===== src/rtl/seven_seg_scanner_pkg.sv =====
// Shared definitions for the seven-segment scanner: character codes and scan phase.
package seven_seg_scanner_pkg;

  localparam logic [5:0] CH_BLANK = 6'h3F;
  localparam logic [5:0] CH_A     = 6'd10;
  localparam logic [5:0] CH_E     = 6'd14;
  localparam logic [5:0] CH_J     = 6'd19;
  localparam logic [5:0] CH_N     = 6'd23;
  localparam logic [5:0] CH_O     = 6'd24;
  localparam logic [5:0] CH_P     = 6'd25;
  localparam logic [5:0] CH_R     = 6'd27;

  typedef enum logic {
    BLANK = 1'b0,
    DRIVE = 1'b1
  } scan_phase_t;

endpackage


===== src/rtl/seven_seg_scanner_seg_decoder.sv =====
// Combinational character-code to {g,f,e,d,c,b,a} decoder; unlisted codes are dark.
module seg_decoder
  import seven_seg_scanner_pkg::*;
(
  input  logic [5:0] code,
  output logic [6:0] segs
);

  // Character table lookup
  always_comb begin
    segs = 7'h00;
    case (code)
      6'd0:    segs = 7'h3F;
      6'd1:    segs = 7'h06;
      6'd2:    segs = 7'h5B;
      6'd3:    segs = 7'h4F;
      6'd4:    segs = 7'h66;
      6'd5:    segs = 7'h6D;
      6'd6:    segs = 7'h7D;
      6'd7:    segs = 7'h07;
      6'd8:    segs = 7'h7F;
      6'd9:    segs = 7'h6F;
      CH_A:    segs = 7'h77;
      6'd11:   segs = 7'h7C;
      6'd12:   segs = 7'h39;
      6'd13:   segs = 7'h5E;
      CH_E:    segs = 7'h79;
      6'd15:   segs = 7'h71;
      6'd17:   segs = 7'h76;
      CH_J:    segs = 7'h1E;
      6'd21:   segs = 7'h38;
      CH_N:    segs = 7'h37;
      CH_O:    segs = 7'h3F;
      CH_P:    segs = 7'h73;
      CH_R:    segs = 7'h50;
      6'd30:   segs = 7'h3E;
      default: segs = 7'h00;
    endcase
  end

endmodule


===== src/rtl/seven_seg_scanner.sv =====
// Time-multiplexed 8-digit 7-segment driver with per-frame snapshot and per-slot blanking.
// All pins are registered: the pattern for (cnt, idx) appears one clock later.
module seven_seg_scanner
  import seven_seg_scanner_pkg::*;
#(
  parameter int SCAN_DIVIDE    = 10000,
  parameter int BLANK_CYCLES   = 100,
  parameter bit SEG_ACTIVE_LOW = 1'b1,
  parameter bit DIG_ACTIVE_LOW = 1'b1
) (
  input  logic            clock,
  input  logic            reset_n,
  input  logic            enable,
  input  logic [7:0][5:0] display_code,
  input  logic [7:0]      display_dp,
  output logic [7:0]      digit_sel,
  output logic [6:0]      segment,
  output logic            seg_dp,
  output logic            frame_start
);

  localparam int              CNT_W     = $clog2(SCAN_DIVIDE);
  localparam logic [CNT_W-1:0] CNT_MAX   = CNT_W'(SCAN_DIVIDE - 1);
  localparam logic [CNT_W-1:0] BLANK_END = CNT_W'(BLANK_CYCLES);
  localparam logic [CNT_W-1:0] CNT_ONE   = CNT_W'(1);
  localparam logic [CNT_W-1:0] CNT_ZERO  = {CNT_W{1'b0}};
  localparam logic [7:0]      DIG_MASK  = DIG_ACTIVE_LOW ? 8'hFF : 8'h00;
  localparam logic [6:0]      SEG_MASK  = SEG_ACTIVE_LOW ? 7'h7F : 7'h00;

  logic [CNT_W-1:0] cnt_r, cnt_next_s;
  logic [2:0]       idx_r, idx_next_s;
  logic             wrap_s;
  scan_phase_t      phase_r, phase_next_s;

  logic [7:0][5:0]  code_snap_r;
  logic [7:0]       dp_snap_r;
  logic             frame_hit_s;

  logic [6:0]       seg_dec_s;
  logic [7:0]       dig_lgc_s;
  logic [6:0]       seg_lgc_s;
  logic             dp_lgc_s;

  logic [7:0]       digit_sel_r;
  logic [6:0]       segment_r;
  logic             seg_dp_r;
  logic             frame_start_r;

  // Slot counter and digit index advance
  always_comb begin
    wrap_s     = (cnt_r == CNT_MAX);
    cnt_next_s = cnt_r;
    idx_next_s = idx_r;
    if (wrap_s) begin
      cnt_next_s = CNT_ZERO;
      idx_next_s = idx_r + 3'd1;
    end else begin
      cnt_next_s = cnt_r + CNT_ONE;
      idx_next_s = idx_r;
    end
  end

  // Phase next-state: leave BLANK when the counter reaches BLANK_CYCLES, return at slot wrap
  always_comb begin
    phase_next_s = phase_r;
    case (phase_r)
      BLANK: begin
        if (cnt_next_s == BLANK_END) phase_next_s = DRIVE;
        else                         phase_next_s = BLANK;
      end
      DRIVE: begin
        if (wrap_s) phase_next_s = BLANK;
        else        phase_next_s = DRIVE;
      end
      default: phase_next_s = BLANK;
    endcase
  end

  // Counter and phase state registers
  always_ff @(posedge clock or negedge reset_n) begin
    if (!reset_n) begin
      cnt_r   <= CNT_ZERO;
      idx_r   <= 3'd0;
      phase_r <= BLANK;
    end else begin
      cnt_r   <= cnt_next_s;
      idx_r   <= idx_next_s;
      phase_r <= phase_next_s;
    end
  end

  assign frame_hit_s = (cnt_r == CNT_ZERO) && (idx_r == 3'd0);

  // Whole-frame snapshot taken once per scan so a frame never mixes old and new data
  always_ff @(posedge clock or negedge reset_n) begin
    if (!reset_n) begin
      code_snap_r <= {8{CH_BLANK}};
      dp_snap_r   <= 8'h00;
    end else if (frame_hit_s) begin
      code_snap_r <= display_code;
      dp_snap_r   <= display_dp;
    end else begin
      code_snap_r <= code_snap_r;
      dp_snap_r   <= dp_snap_r;
    end
  end

  seg_decoder u_seg_decoder (
    .code (code_snap_r[idx_r]),
    .segs (seg_dec_s)
  );

  // Logical (active-high) pin pattern for the current slot position
  always_comb begin
    dig_lgc_s = 8'h00;
    seg_lgc_s = 7'h00;
    dp_lgc_s  = 1'b0;
    if (enable && (phase_r == DRIVE)) begin
      dig_lgc_s = 8'h01 << idx_r;
      seg_lgc_s = seg_dec_s;
      dp_lgc_s  = dp_snap_r[idx_r];
    end else begin
      dig_lgc_s = 8'h00;
      seg_lgc_s = 7'h00;
      dp_lgc_s  = 1'b0;
    end
  end

  // Output flops with pin polarity applied
  always_ff @(posedge clock or negedge reset_n) begin
    if (!reset_n) begin
      digit_sel_r   <= DIG_MASK;
      segment_r     <= SEG_MASK;
      seg_dp_r      <= SEG_ACTIVE_LOW;
      frame_start_r <= 1'b0;
    end else begin
      digit_sel_r   <= dig_lgc_s ^ DIG_MASK;
      segment_r     <= seg_lgc_s ^ SEG_MASK;
      seg_dp_r      <= dp_lgc_s ^ SEG_ACTIVE_LOW;
      frame_start_r <= frame_hit_s;
    end
  end

  assign digit_sel   = digit_sel_r;
  assign segment     = segment_r;
  assign seg_dp      = seg_dp_r;
  assign frame_start = frame_start_r;

endmodule


===== config.mk =====
export PLATFORM = sky130hd
export DESIGN_NAME = seven_seg_scanner
export DESIGN_NICKNAME = d
export VERILOG_FILES = /design/src/rtl/seven_seg_scanner_pkg.sv /design/src/rtl/seven_seg_scanner_seg_decoder.sv /design/src/rtl/seven_seg_scanner.sv
export SDC_FILE = /design/constraint.sdc
export NUM_CORES = 1
export LEC_CHECK = 0
export BUFFER_PORTS_ARGS = -buffer_cell sky130_fd_sc_hd__buf_4
export CORE_ASPECT_RATIO = 0.75
export CORE_UTILIZATION = 51
export CTS_CLUSTER_SIZE = 25
export DETAILED_ROUTE_END_ITERATION = 7
export GPL_TIMING_DRIVEN = 0
export HOLD_SLACK_MARGIN = 0.03
export PLACE_DENSITY = 0.85
export SYNTH_ARGS = -nofsm -noshare
export SYNTH_HDL_FRONTEND = slang
export SYNTH_SLANG_ARGS = --single-unit

===== constraint.sdc =====
create_clock -name clock -period 2.6 [get_ports clock]
set_clock_uncertainty 0.1 [all_clocks]
set_input_delay 0.52 -clock clock [delete_from_list [all_inputs] [get_ports clock]]
set_output_delay 0.52 -clock clock [all_outputs]
set_load 0.01 [all_outputs]

* Word-level counts from Yosys, hierarchy flattened
Memory sizes are Yosys's and may differ from the RTL's.
Cells that the tools add are included.
** Cells by class
- Add/subtract/negate cells :: 2
- $lt $le $gt $ge :: 1
- Eq/ne operators :: 2
- Shift operators :: 1
- Muxes and demuxes :: 12
- Bitwise gates (word level) :: 4
- Reduce and logical (&&, ||, !) cells :: 4
** Operators with widths (count)
- $bmux 6 s3 :: 1
- $add 14x1->14 const B :: 1
- $eq 14x14->1 const B :: 1
- $eq 14x7->1 const B :: 1
- $logic_not 14->1 :: 1
- $mux 14 :: 1
- $mux 7 :: 2
- $mux 8 :: 1
- $not 8->8 :: 1
- $shl 1x3->8 const A :: 1
- $not 7->7 :: 1
- $mux 6 :: 1
- $lt 3x4->1 const B :: 1
- $mux 1 :: 4
- $add 3x1->3 const B :: 1
- $bmux 1 s3 :: 1
- $logic_not 3->1 :: 1
- $logic_and 1x1->1 :: 2
- $not 1->1 :: 2
- $pmux 1 s2 :: 1
** Word-level totals
- Register bits after elaboration :: 91
- Memory bits (read-only) :: 224
- Input bits :: 59
- Output and inout bits :: 17
- Word-level logic and storage cells :: 43
- Memories kept :: 1
** Memories
- (name not given) :: words 32, bits a word 7, rd ports 1, clocked after Yosys merged registers in 0, wr ports 0, RTL line seven_seg_scanner_seg_decoder.sv:12 : case (code)

* Depth between registers and ports, before layout
Gate-level depths: netlist of run 1.
An unclocked memory read counts as a cell.
- Word-level depth :: 6
- Mapped depth :: 11

* Cells and area by module
Synthesis of run 1 repeated with hierarchy kept, for this count alone.
** Unflattened totals
- Cell total of the unflattened synthesis :: 369
- Area, all modules :: 4655.7 µm²
** Modules (own cells, without submodules)
- seven_seg_scanner :: instances 1, cells each 301, area an instance 4134.0 µm², seq. area each 2357.3 µm²
- seg_decoder :: instances 1, cells each 68, area an instance 521.8 µm², seq. area each 0.0 µm²

* Worst setup path after synthesis of run 1
No wires, ideal clock.
- Kind :: reg2reg
- Start :: register idx_r[0]
- End :: register segment_r[6], in the netlist segment[6]
- Library setup time :: 0.094 ns
- Data arrival time :: 2.302 ns
- Data required time :: 2.406 ns
- Slack :: 0.104 ns
- Cell stages (with the launch flop) :: 10
- Clock period less this slack :: 2.496 ns
- Cell sequence :: dfrtp_1 buf_6 buf_12 mux4_1 mux2_2 inv_1 ha_1 nor2_1 a2111oi_4 o21ai_1
** Between the ends
- Word-level cells in the longest chain between the ends :: 6
** Ends and longest elaborated chain
- from (decl) :: RTL line seven_seg_scanner.sv:31 : logic [2:0] idx_r, idx_next_s;
- from (signal assigned) :: RTL line seven_seg_scanner.sv:87 : idx_r <= idx_next_s;
- $bmux 6 s3 (*) :: RTL line seven_seg_scanner.sv:109 : .code (code_snap_r[idx_r]),
- $mux 6 (implied by the code) (*) :: RTL line seven_seg_scanner.sv:109
- $mem_v2 32x7
- $mux 7 (*) :: RTL line seven_seg_scanner_seg_decoder.sv:12
- $mux 7 (*) :: RTL line seven_seg_scanner.sv:118 : if (enable && (phase_r == DRIVE)) begin
- $not 7->7 (no line) (*)
- to (signal assigned) :: RTL line seven_seg_scanner.sv:138 : segment_r <= seg_lgc_s ^ SEG_MASK;
- to (decl) :: RTL line seven_seg_scanner.sv:45 : logic [6:0] segment_r;
Mark *: on every way between the ends. The rest lies on a longest branch, timed or not. The select of a mux whose other input is x is not followed.
A chain may end at the register's enable or synchronous reset.

* Worst setup path after layout of run 1
- Start :: register idx_r[2]
- End :: register dp_snap_r[4]
** Between the ends
- Word-level cells in the longest chain between the ends :: 2
** Ends and longest elaborated chain
- $logic_not 3->1 :: RTL line seven_seg_scanner.sv:92 : assign frame_hit_s = (cnt_r == CNT_ZERO) && (idx_r == 3'd0);
- $logic_and 1x1->1 :: RTL line seven_seg_scanner.sv:92
- to (signal assigned) :: RTL line seven_seg_scanner.sv:101 : dp_snap_r <= display_dp;
- to (signal assigned) :: RTL line seven_seg_scanner.sv:104 : dp_snap_r <= dp_snap_r;
- to (decl) :: RTL line seven_seg_scanner.sv:36 : logic [7:0] dp_snap_r;
Every way passes these cells.

==> results of run 1 <==
-- logic make-up after synthesis --
kind of cell / Yosys count / share of synthesized area, %
flops: 91 / 50.0
simple gates: 89 / 9.05
mux: 82 / 24.2
compound gates: 36 / 6.18
buf+inv: 31 / 3.74
fa+ha+maj: 16 / 4.25
xor+xnor: 14 / 2.60
-- area by class of cell --
class	count	share of cell area, %
sequential	91	40.2
multi-input combinational	237	38.1
timing repair buffer	87	11.1
clock buffer	11	4.33
buffer	18	2.39
tap	108	2.30
inverter	13	0.895
clock inverter	5	0.725
-- per-stage QoR --
stage	power [mW]	std cells	setup WS [ps]	cell area (um2)	utilization [%]
global route	3.15	570	16.4	5870	67.4
global placement	1.78	542	-190	5410	62.2
floorplan	1.66	359	104	4710	-
finish	3.05	570	72.8	5870	67.4
CTS	3.07	562	0.113	5750	66.0
detailed placement	1.79	542	-240	5410	62.2
-- Yosys cell counts, drive strengths merged (6+ instances only) --
library cell	n	area, um2
a21oi	6	30.0
dfrtp	27	676
dfstp	64	1680
ha	16	200
buf	15	116
inv	13	48.8
xor2	9	78.8
mux4	14	349
nand2	24	95.1
o21ai	11	55.1
nor2	28	105
nand3	14	70.1
mux2	58	653
mux2i	10	138
-- where the power goes --
group | switching, mW | internal, mW | total [mW]
clock network | 0.563 | 0.717 | 1.28
registers | 0.0224 | 1.49 | 1.51
logic | 0.120 | 0.141 | 0.261
-- worst paths after layout --
path | start | endpoint | slack [ps] | depth (start not counted)
min | enable | digit_sel[3] | 250 | 2
min reg2reg | phase_r | digit_sel[3] | 400 | 1
min in group asynchronous | reset_n | dp_snap_r[5] | 280 | 1
max in group asynchronous | reset_n | idx_r[2] | 1390 | 1
max reg2reg | idx_r[2] | dp_snap_r[4] | 70 | 7
max | idx_r[2] | dp_snap_r[4] | 70 | 7
-- repair_timing --
action                     4_1_cts  5_1_grt
buffers inserted                 4        8
pin swaps                        0        3
setup endpoints to repair       18       47
resized for setup                7       13
-- layer usage --
metal / global-route usage, % / up-vias / part of all wire, %
met3: 5.79 / 10 / 6.3
met2: 34.6 / 122 / 46
met5: 0 / - / 0
li1: - / 1489 / -
met1: 32.4 / 1635 / 46
met4: 6.46 / 0 / 1.1
-- registers in the layout (all words and copies together) (netlist names) --
| register | flops |
|---|---|
| seg_dp | 1 |
| frame_start | 1 |
| dp_snap_r | 8 |
| segment | 7 |
| idx_r | 3 |
| code_snap_r | 48 |
| phase_r | 1 |
| digit_sel | 8 |
| cnt_r | 14 |
-- cell usage in the layout, fill, tap and decap left out, drive strengths merged, types with 6 or more instances in the layout --
| master | count |
|---|---|
| nand2 | 24 |
| dfrtp | 27 |
| nor2 | 28 |
| inv | 14 |
| buf | 100 |
| nand3 | 14 |
| clkbuf | 16 |
| ha | 16 |
| dfstp | 64 |
| mux4 | 14 |
| a21oi | 6 |
| mux2i | 10 |
| o21ai | 11 |
| mux2 | 58 |
| xor2 | 9 |
==> flow_summary_export.csv, run 1 <==
group,metric,value,unit
routing,drt.antenna.violating_nets,0,
yosys,synth_enable_flop_cells,0,
yosys,postSynthRegisterBits,91,
yosys,syn_area,4710,um2
critical_path,critPathArrivalTime,2660,ps
yosys,synth-seq-area-share,50.0,%
clock_tree,htreeDepth,3,
clock_tree,clk_latency,340,ps
routing,detail_route.iter0.violations,177,
critical_path,cp-end-kind,"register",
die,rows,29,
clock_tree,clk_pin_slew_worst_paths,70,ps
timing,max_freq,0.396,GHz
grt,grt_first_pass_wirelength,16300,um
routing,wl_per_cell,18.2,um
grt,initial_antenna_violation_count,0,
clock_tree,clock_tree.buffer_depth,2,
clock_tree,number_of_buffers_inserted_during_clock_tree_synthesis,9,
yosys,netlist_instances,359,
critical_path,crit_required,2730,ps
pwr,vdd_ir_drop_max,0.000435,V
critical_path,worst_path_max_delay_cell,"dfrtp_2",
pwr,power.density,520,nW/um2
die,die-area,9640,um2
layout,multi_input_comb_area,2230,um2
critical_path,startpoint_type,"register",
timing,setup_total_negative_slack,0,ps
yosys,yosysUniqueCellTypes,52,
job,maxCapViolCount,0,
grt,grt_pass1_vias,3154,
timing,hold_slack_final,253,ps
die,io-pin-count,76,
routing,drt-vias-per-instance,5.71,
layout,synthToLayoutAreaGrowth,24.5,%
layout,num-nets-final,532,
hold_path,hold_path.class,"primary input to register",
die,core-area,8710,um2
die,initial_utilization,54.1,%
grt,grt_max_degree,92,
clock_tree,cts_tree,"built",
timing,share_of_the_clock_period_used_by_the_worst_path_after_layout,97.2,%
yosys,async_flop_share,100,%
yosys,ys.flop_type,"dfstp_2",
critical_path,criticalPathCategory,"register to register",
critical_path,path_delay_family,"buffers and inverters",
timing,rsz_0062_raised_after_global_routing,"false",
routing,drtPass1Iterations,5,
yosys,post_synth.cell_area_avg,13.1,um2
layout,layout.area.seq,2360,um2
clock_tree,cts_sinks,91,
place,buffer_ports.inserted,75,
timing,timing_max_transition_violations_final,0,
timing,final_hold_viol_count,0,
die,die_w,113,um
run_status,outcome,"complete, no violations",
timing,finalCriticalPeriod,2530,ps
yosys,net_count_after_synthesis,434,
layout,fill_cells,625,
place,detailedPlacementHpwl,7250,um
layout,diodes,0,
clock_tree,postCtsHoldBufs,0,
routing,routed_wirelength,10400,um
die,die_h,85.3,um
pwr,p_leak,2.46,nW
routing,drc,0,
place,place.gp.congestion,0.905,
routing,via_count,3256,
layout,drive_gt1_share,58.0,%
timing,worst_max_slew_margin_expressed_relative_to_the_limit,27.8,%
grt,grt.total_usage,22.7,%
grt,overflow,0,
critical_path,crit_buf_inv,4,
timing,timing.final.setup_violations,0,
clock_tree,ctsRootBufferMaster,"clkbuf_16",
critical_path,worstPathMaxFanout,10,
critical_path,critPathMaxStageDelay,480,ps
yosys,synthesis.yosys.warnings,0,
critical_path,worstPathCellList,"buf_2 -> inv_1 -> nand4_1 -> nor3_1 -> clkbuf_4 -> buf_4 -> mux2_2",
timing,timing_worst_slew_pin_value,1080,ps
Note: power is estimated with default switching activity, not from simulation.
==> inputs of run 2 (changes only) <==
Settings changed: CORE_ASPECT_RATIO 0.75 to 0.6, REMOVE_ABC_BUFFERS set to 1.
==> flow_summary_export.csv, run 2 (same netlist as run 1, synthesis figures left out) <==
group,metric,value,unit
run_status,outcome,"complete, no violations",
timing,share_of_the_clock_period_used_by_the_worst_path_after_layout,95.8,%
clock_tree,clk_pin_slew_worst_paths,60,ps
die,die-area,9650,um2
routing,drtPass1Iterations,5,
critical_path,critPathArrivalTime,2660,ps
routing,detail_route.iter0.violations,316,
place,place.gp.congestion,0.939,
critical_path,crit_required,2770,ps
critical_path,cp-end-kind,"register",
routing,via_count,3247,
die,io-pin-count,76,
layout,synthToLayoutAreaGrowth,23.5,%
clock_tree,clk_latency,340,ps
die,initial_utilization,53.9,%
layout,drive_gt1_share,57.6,%
grt,grt_pass1_vias,3245,
critical_path,critical_path.reg2reg.endpoint,"segment[5]",
critical_path,criticalPathCategory,"register to register",
routing,drt-vias-per-instance,5.75,
grt,grt_max_degree,92,
pwr,vdd_ir_drop_max,0.000358,V
clock_tree,number_of_buffers_inserted_during_clock_tree_synthesis,9,
timing,finalCriticalPeriod,2490,ps
layout,diodes,0,
hold_path,timing.hold.worst.start,"enable",
job,maxCapViolCount,0,
critical_path,worstPathMaxFanout,8,
place,buffer_ports.inserted,75,
layout,max_flop_register,"code_snap_r",
grt,grt_first_pass_wirelength,16600,um
timing,setup_total_negative_slack,0,ps
hold_path,hold_path.class,"primary input to register",
layout,leading_registers_by_flop_count,"code_snap_r: 48 flops, cnt_r: 14 flops",
clock_tree,cts_tree,"built",
critical_path,timing.reg2reg.worst_path_depth,7,
routing,route.layer.met1.wl,4840,um
hold_path,worstHoldEndpoint,"digit_sel[7]",
routing,drt.antenna.violating_nets,0,
layout,final_area,5820,um2
timing,timing_max_transition_violations_final,0,
grt,grt.total_usage,22.9,%
clock_tree,clock_tree.buffer_depth,2,
clock_tree,htreeDepth,3,
pwr,power.density,523,nW/um2
routing,routed_wirelength,10400,um
hold_path,timing.hold.worst_path_depth,2,
layout,fill_cells,641,
routing,routed-wl-met2,4660,um
pwr,p_leak,2.42,nW
place,detailed_place.area,5340,um2
timing,worst_max_slew_margin_expressed_relative_to_the_limit,26.4,%
clock_tree,ctsRootBufferMaster,"clkbuf_16",
timing,timing.final.setup_violations,0,
routing,wl_per_cell,18.4,um
die,rows,26,
die,die_w,126,um
place,detailedPlacementHpwl,6960,um
timing,timing_worst_slew_pin_value,1100,ps
layout,largest_reg_flops,48,
critical_path,reg2reg_setup_slack,110,ps
timing,final_hold_viol_count,0,
routing,met3_length,755,um
grt,overflow,0,
layout,num-nets-final,523,
routing,dr.max_layer_used,"met4",
die,core-area,8750,um2
critical_path,startpoint_type,"register",
die,die_h,76.5,um
critical_path,r2r_path_start,"idx_r[0]",
grt,initial_antenna_violation_count,0,
clock_tree,cts_sinks,91,
layout,commonest_non_fill_non_tap_cell_in_the_layout,"buf_4",
layout,highest_count_cells_in_the_layout_ignoring_fill_and_taps,"buf_4 (91), dfstp_2 (64), mux2_2 (57), nor2_1 (28), dfrtp_1 (25)",
routing,drc,0,
timing,max_freq,0.402,GHz
run 2: cell types whose count changed in the layout (fill, tap and decap cells not counted), moves of 2 or more:
cell / delta
buf_2: -3
buf_4: -2
clkbuf_1: -2
clkbuf_4: -2
clkbuf_8: +4
clkinv_4: -2
ha_4: -2
run 2: worst max-delay path: stages (launching register included):
cell and delay [ps]:
dfrtp_4 510, buf_4 190, buf_4 170, mux4_2 490, and2_1 200, a211oi_4 430, o2111a_1 270, a21oi_1 50
run 2: layout make-up:
class | instances | area [um2] | share of cell area (%)
inverters | 13 | 53.8 | 0.924
flip-flops and latches | 91 | 2360 | 40.6
repair buffers | 95 | 732 | 12.6
clock inverters | 1 | 5.00 | 0.0860
well taps | 112 | 140 | 2.41
clock buffers | 15 | 288 | 4.94
multi-input cells | 238 | 2240 | 38.5
run 2: power breakdown:
part,internal [mW],leakage (nW),total [mW],switching [mW]
Sequential,1.49,1.01,1.51,0.0225
Combinational,0.140,1.26,0.259,0.118
Clock,0.752,0.146,1.27,0.520
run 2: through the flow:
step	instances	setup slack, ps	hold slack, ps	total power [mW]	utilization (%)
after detailed placement	532	-668	391	1.78	61.1
after floorplan	341	-3030	124	1.65	-
final	565	110	248	3.05	66.5
after CTS	558	19.5	239	3.06	65.6
after global routing	565	-34.9	237	3.17	66.5
after global placement	528	-4860	382	1.76	60.5
run 2: worst max-delay path by stage:
| stage | start | endpoint | slack (ps) |
|---|---|---|---|
| floorplan | idx_r[0] | code_snap_r[0] | -3030 |
| global placement | idx_r[0] | dp_snap_r[1] | -4860 |
| detailed placement | idx_r[0] | segment[0] | -670 |
| CTS | idx_r[0] | segment[3] | 20 |
| global route | idx_r[0] | segment[3] | -30 |
| finish | idx_r[0] | segment[5] | 110 |
run 2: timing repair:
item	CTS	global route
gates cloned	0	1
pin swaps	2	0
endpoints found under the setup margin	58	34
gates resized for setup	8	7
hold buffers	0	0
setup buffers	10	6
run 2: per-layer routing:
layer / vias to the layer above / global-route usage, %
met1: 1620 / 32.4
li1: 1468 / -
met2: 147 / 34.1
met4: 0 / 7.71
met5: - / 0
met3: 12 / 6.25
==> inputs of run 3 (changes only) <==
Settings changed: ABC_AREA set to 1, CORE_UTILIZATION 51 to 52, GPL_TIMING_DRIVEN 0 to unset, PLACE_DENSITY 0.85 to 0.86, RECOVER_POWER set to 100.
==> flow_summary_export.csv, run 3 <==
group,metric,value,unit
run_status,outcome,"complete, no violations",
yosys,synth_top_cell_area_share,34.3,%
critical_path,r2r_path_start,"idx_r[0]",
clock_tree,ctsRootBufferMaster,"clkbuf_16",
timing,finalCriticalPeriod,2320,ps
routing,detail_route.iter0.violations,356,
timing,setup_total_negative_slack,0,ps
critical_path,cp_common_cell,"nand2_1",
place,buffer_ports.inserted,75,
pwr,p_leak,2.91,nW
die,die_h,77.2,um
yosys,most_frequent_cell_after_synthesis,"nand2_1",
clock_tree,clk_latency,350,ps
grt,grt.busiest_layer,"met1",
timing,max_freq,0.431,GHz
routing,via_count,4341,
die,core-area,9160,um2
die,io-pin-count,76,
clock_tree,cts_tree,"built",
layout,max_flop_register,"code_snap_r",
yosys,syn_area,4900,um2
grt,grt_pass1_vias,4089,
yosys,ys.flop_type,"dfstp_2",
routing,routed_wirelength,11700,um
hold_path,timing.hold.worst.start,"display_dp[0]",
timing,timing_max_transition_violations_final,0,
critical_path,crit_start,"idx_r[0]",
grt,groute.layer.met2.usage,37.7,%
critical_path,worstPathMaxFanout,33,
critical_path,criticalPathCategory,"register to register",
layout,final_area,5780,um2
layout,largest_reg_flops,48,
routing,drtPass1Iterations,5,
clock_tree,htreeDepth,3,
clock_tree,number_of_instances_resized_during_post_cts_repair,0,
job,maxCapViolCount,0,
yosys,post_synth.cell_area_avg,7.68,um2
yosys,synthTopCellsByArea,"dfstp_2 (34%), nand2_1 (20%), dfrtp_1 (14%)",
place,place_ws,343,ps
critical_path,worstPathCellList,"inv_1 -> ha_1 -> nand2_1 -> nor4b_2 -> nand2_2 -> clkinv_2 -> clkbuf_4 -> nand2_1 -> nand2_1",
die,die-area,9830,um2
timing,worst_max_slew_margin_expressed_relative_to_the_limit,20.2,%
routing,wl_per_cell,13.8,um
grt,grt_max_degree,50,
place,detailedPlacementHpwl,8490,um
routing,drt-vias-per-instance,5.12,
layout,synthToLayoutAreaGrowth,18.1,%
grt,grt.total_usage,25.8,%
pwr,power.density,528,nW/um2
timing,timing.final.setup_violations,0,
routing,drt.antenna.violating_nets,0,
layout,num-nets-final,788,
critical_path,crit_required,2790,ps
die,initial_utilization,53.5,%
critical_path,critPathArrivalTime,2510,ps
yosys,library_cell_occupying_the_most_area_in_the_post_synthesis_netlist,"dfstp_2",
clock_tree,clock_tree.buffer_depth,2,
timing,timing_worst_slew_pin_value,1200,ps
critical_path,startpoint_type,"register",
die,die_w,127,um
timing,final_critical_path_setup_slack,278,ps
yosys,synth_enable_flop_cells,0,
grt,grt.met3_usage,7.26,%
layout,drive_gt1_share,22.4,%
clock_tree,number_of_buffers_inserted_during_clock_tree_synthesis,9,
clock_tree,clk_pin_slew_worst_paths,70,ps
yosys,netlist_instances,638,
yosys,yosysUniqueCellTypes,33,
critical_path,critPathMaxStageDelay,390,ps
routing,drc,0,
timing,rsz_0062_raised_after_global_routing,"false",
layout,diodes,0,
layout,commonest_non_fill_non_tap_cell_in_the_layout,"nand2_1",
clock_tree,cts_sinks,91,
layout,highest_count_cells_in_the_layout_ignoring_fill_and_taps,"nand2_1 (260), inv_1 (66), dfstp_2 (64), buf_4 (63), nand3_1 (61)",
grt,grt_first_pass_wirelength,19700,um
yosys,synthesis.yosys.warnings,0,
critical_path,cp-end-kind,"register",
layout,leading_registers_by_flop_count,"code_snap_r: 48 flops, cnt_r: 14 flops",
timing,share_of_the_clock_period_used_by_the_worst_path_after_layout,89.3,%
hold_path,hold_path.class,"primary input to register",
clock_tree,postCtsHoldBufs,0,
grt,grt.met1_usage,38.1,%
yosys,post_synth_top_cells,"nand2_1 (260), inv_1 (65), dfstp_2 (64)",
die,rows,27,
yosys,async_flop_share,100,%
place,detailed_place.area,5580,um2
timing,final_hold_viol_count,0,
yosys,synth-seq-area-share,48.1,%
pwr,vdd_ir_drop_max,0.000322,V
critical_path,worst_path_max_delay_cell,"dfrtp_1",
layout,post-route-util,63.2,%
grt,initial_antenna_violation_count,0,
grt,overflow,0,
place,place.gp.congestion,0.889,
yosys,postSynthRegisterBits,91,
clock_tree,cts_post_setup_buffers_inserted,0,
## run 3: cell count changes in the layout (fill, tap and decap cells not counted), sizes merged, moves of 18 or more
| cell | delta |
|---|---|
| buf | -30 |
| nand3 | +48 |
| clkbuf | +18 |
| mux2 | -58 |
| nand2 | +240 |
| inv | +58 |
| o21ai | +31 |
## run 3: critical path, delay by kind of cell, from the launching register on
family,cells,cell delay (ps)
adder cells (fa/ha/maj),1,270
flip-flops,1,390
AND/OR/NAND/NOR,5,670
buffers and inverters,3,820
## run 3: cells by family (layout without fill, tap and decap cells)
family	after synthesis	count (layout)	share of synthesized area [%]
fa+ha+maj	16	16	4.09
simple gates	382	382	32.7
flops	91	91	48.1
compound gates	53	53	6.03
buf+inv	94	174	8.74
xor+xnor	2	2	0.358
## run 3: cell type report
class / count / area [um2]
Timing Repair Buffer: 87 / 594
Inverter: 71 / 268
Clock buffer: 11 / 233
Sequential cell: 91 / 2360
Clock inverter: 5 / 62.6
Multi-Input combinational cell: 453 / 2110
Fill cell: 794 / 3370
Tap cell: 130 / 163
## run 3: worst paths after layout
check,slack [ps],end,cells past startpoint
hold / removal,270,dp_snap_r[0],3
setup reg to reg,280,code_snap_r[16],9
max in group asynchronous,760,cnt_r[3],2
setup / recovery,280,code_snap_r[16],9
hold reg to reg,370,code_snap_r[35],2
min in group asynchronous,330,frame_start,1
## run 3: per-layer routing
layer,part of all wire [%],vias up
met3,7.8,18
met2,42,197
met5,0,-
li1,-,2149
met4,1.2,0
met1,49,1977
## run 3: where the power goes
| group | switching [mW] | leakage, nW | internal [mW] |
|---|---|---|---|
| Sequential | 0.0179 | 1.02 | 1.49 |
| Combinational | 0.135 | 1.76 | 0.106 |
| Clock | 0.555 | 0.136 | 0.751 |
## run 3: per-stage QoR
stage                     total power, mW  hold slack [ps]  cells
after floorplan                      1.64              124    615
after global placement               1.77              355    832
after detailed placement             1.77              356    832
after CTS                            3.08              115    848
after global routing                 3.17              268    848
final                                3.06              266    848
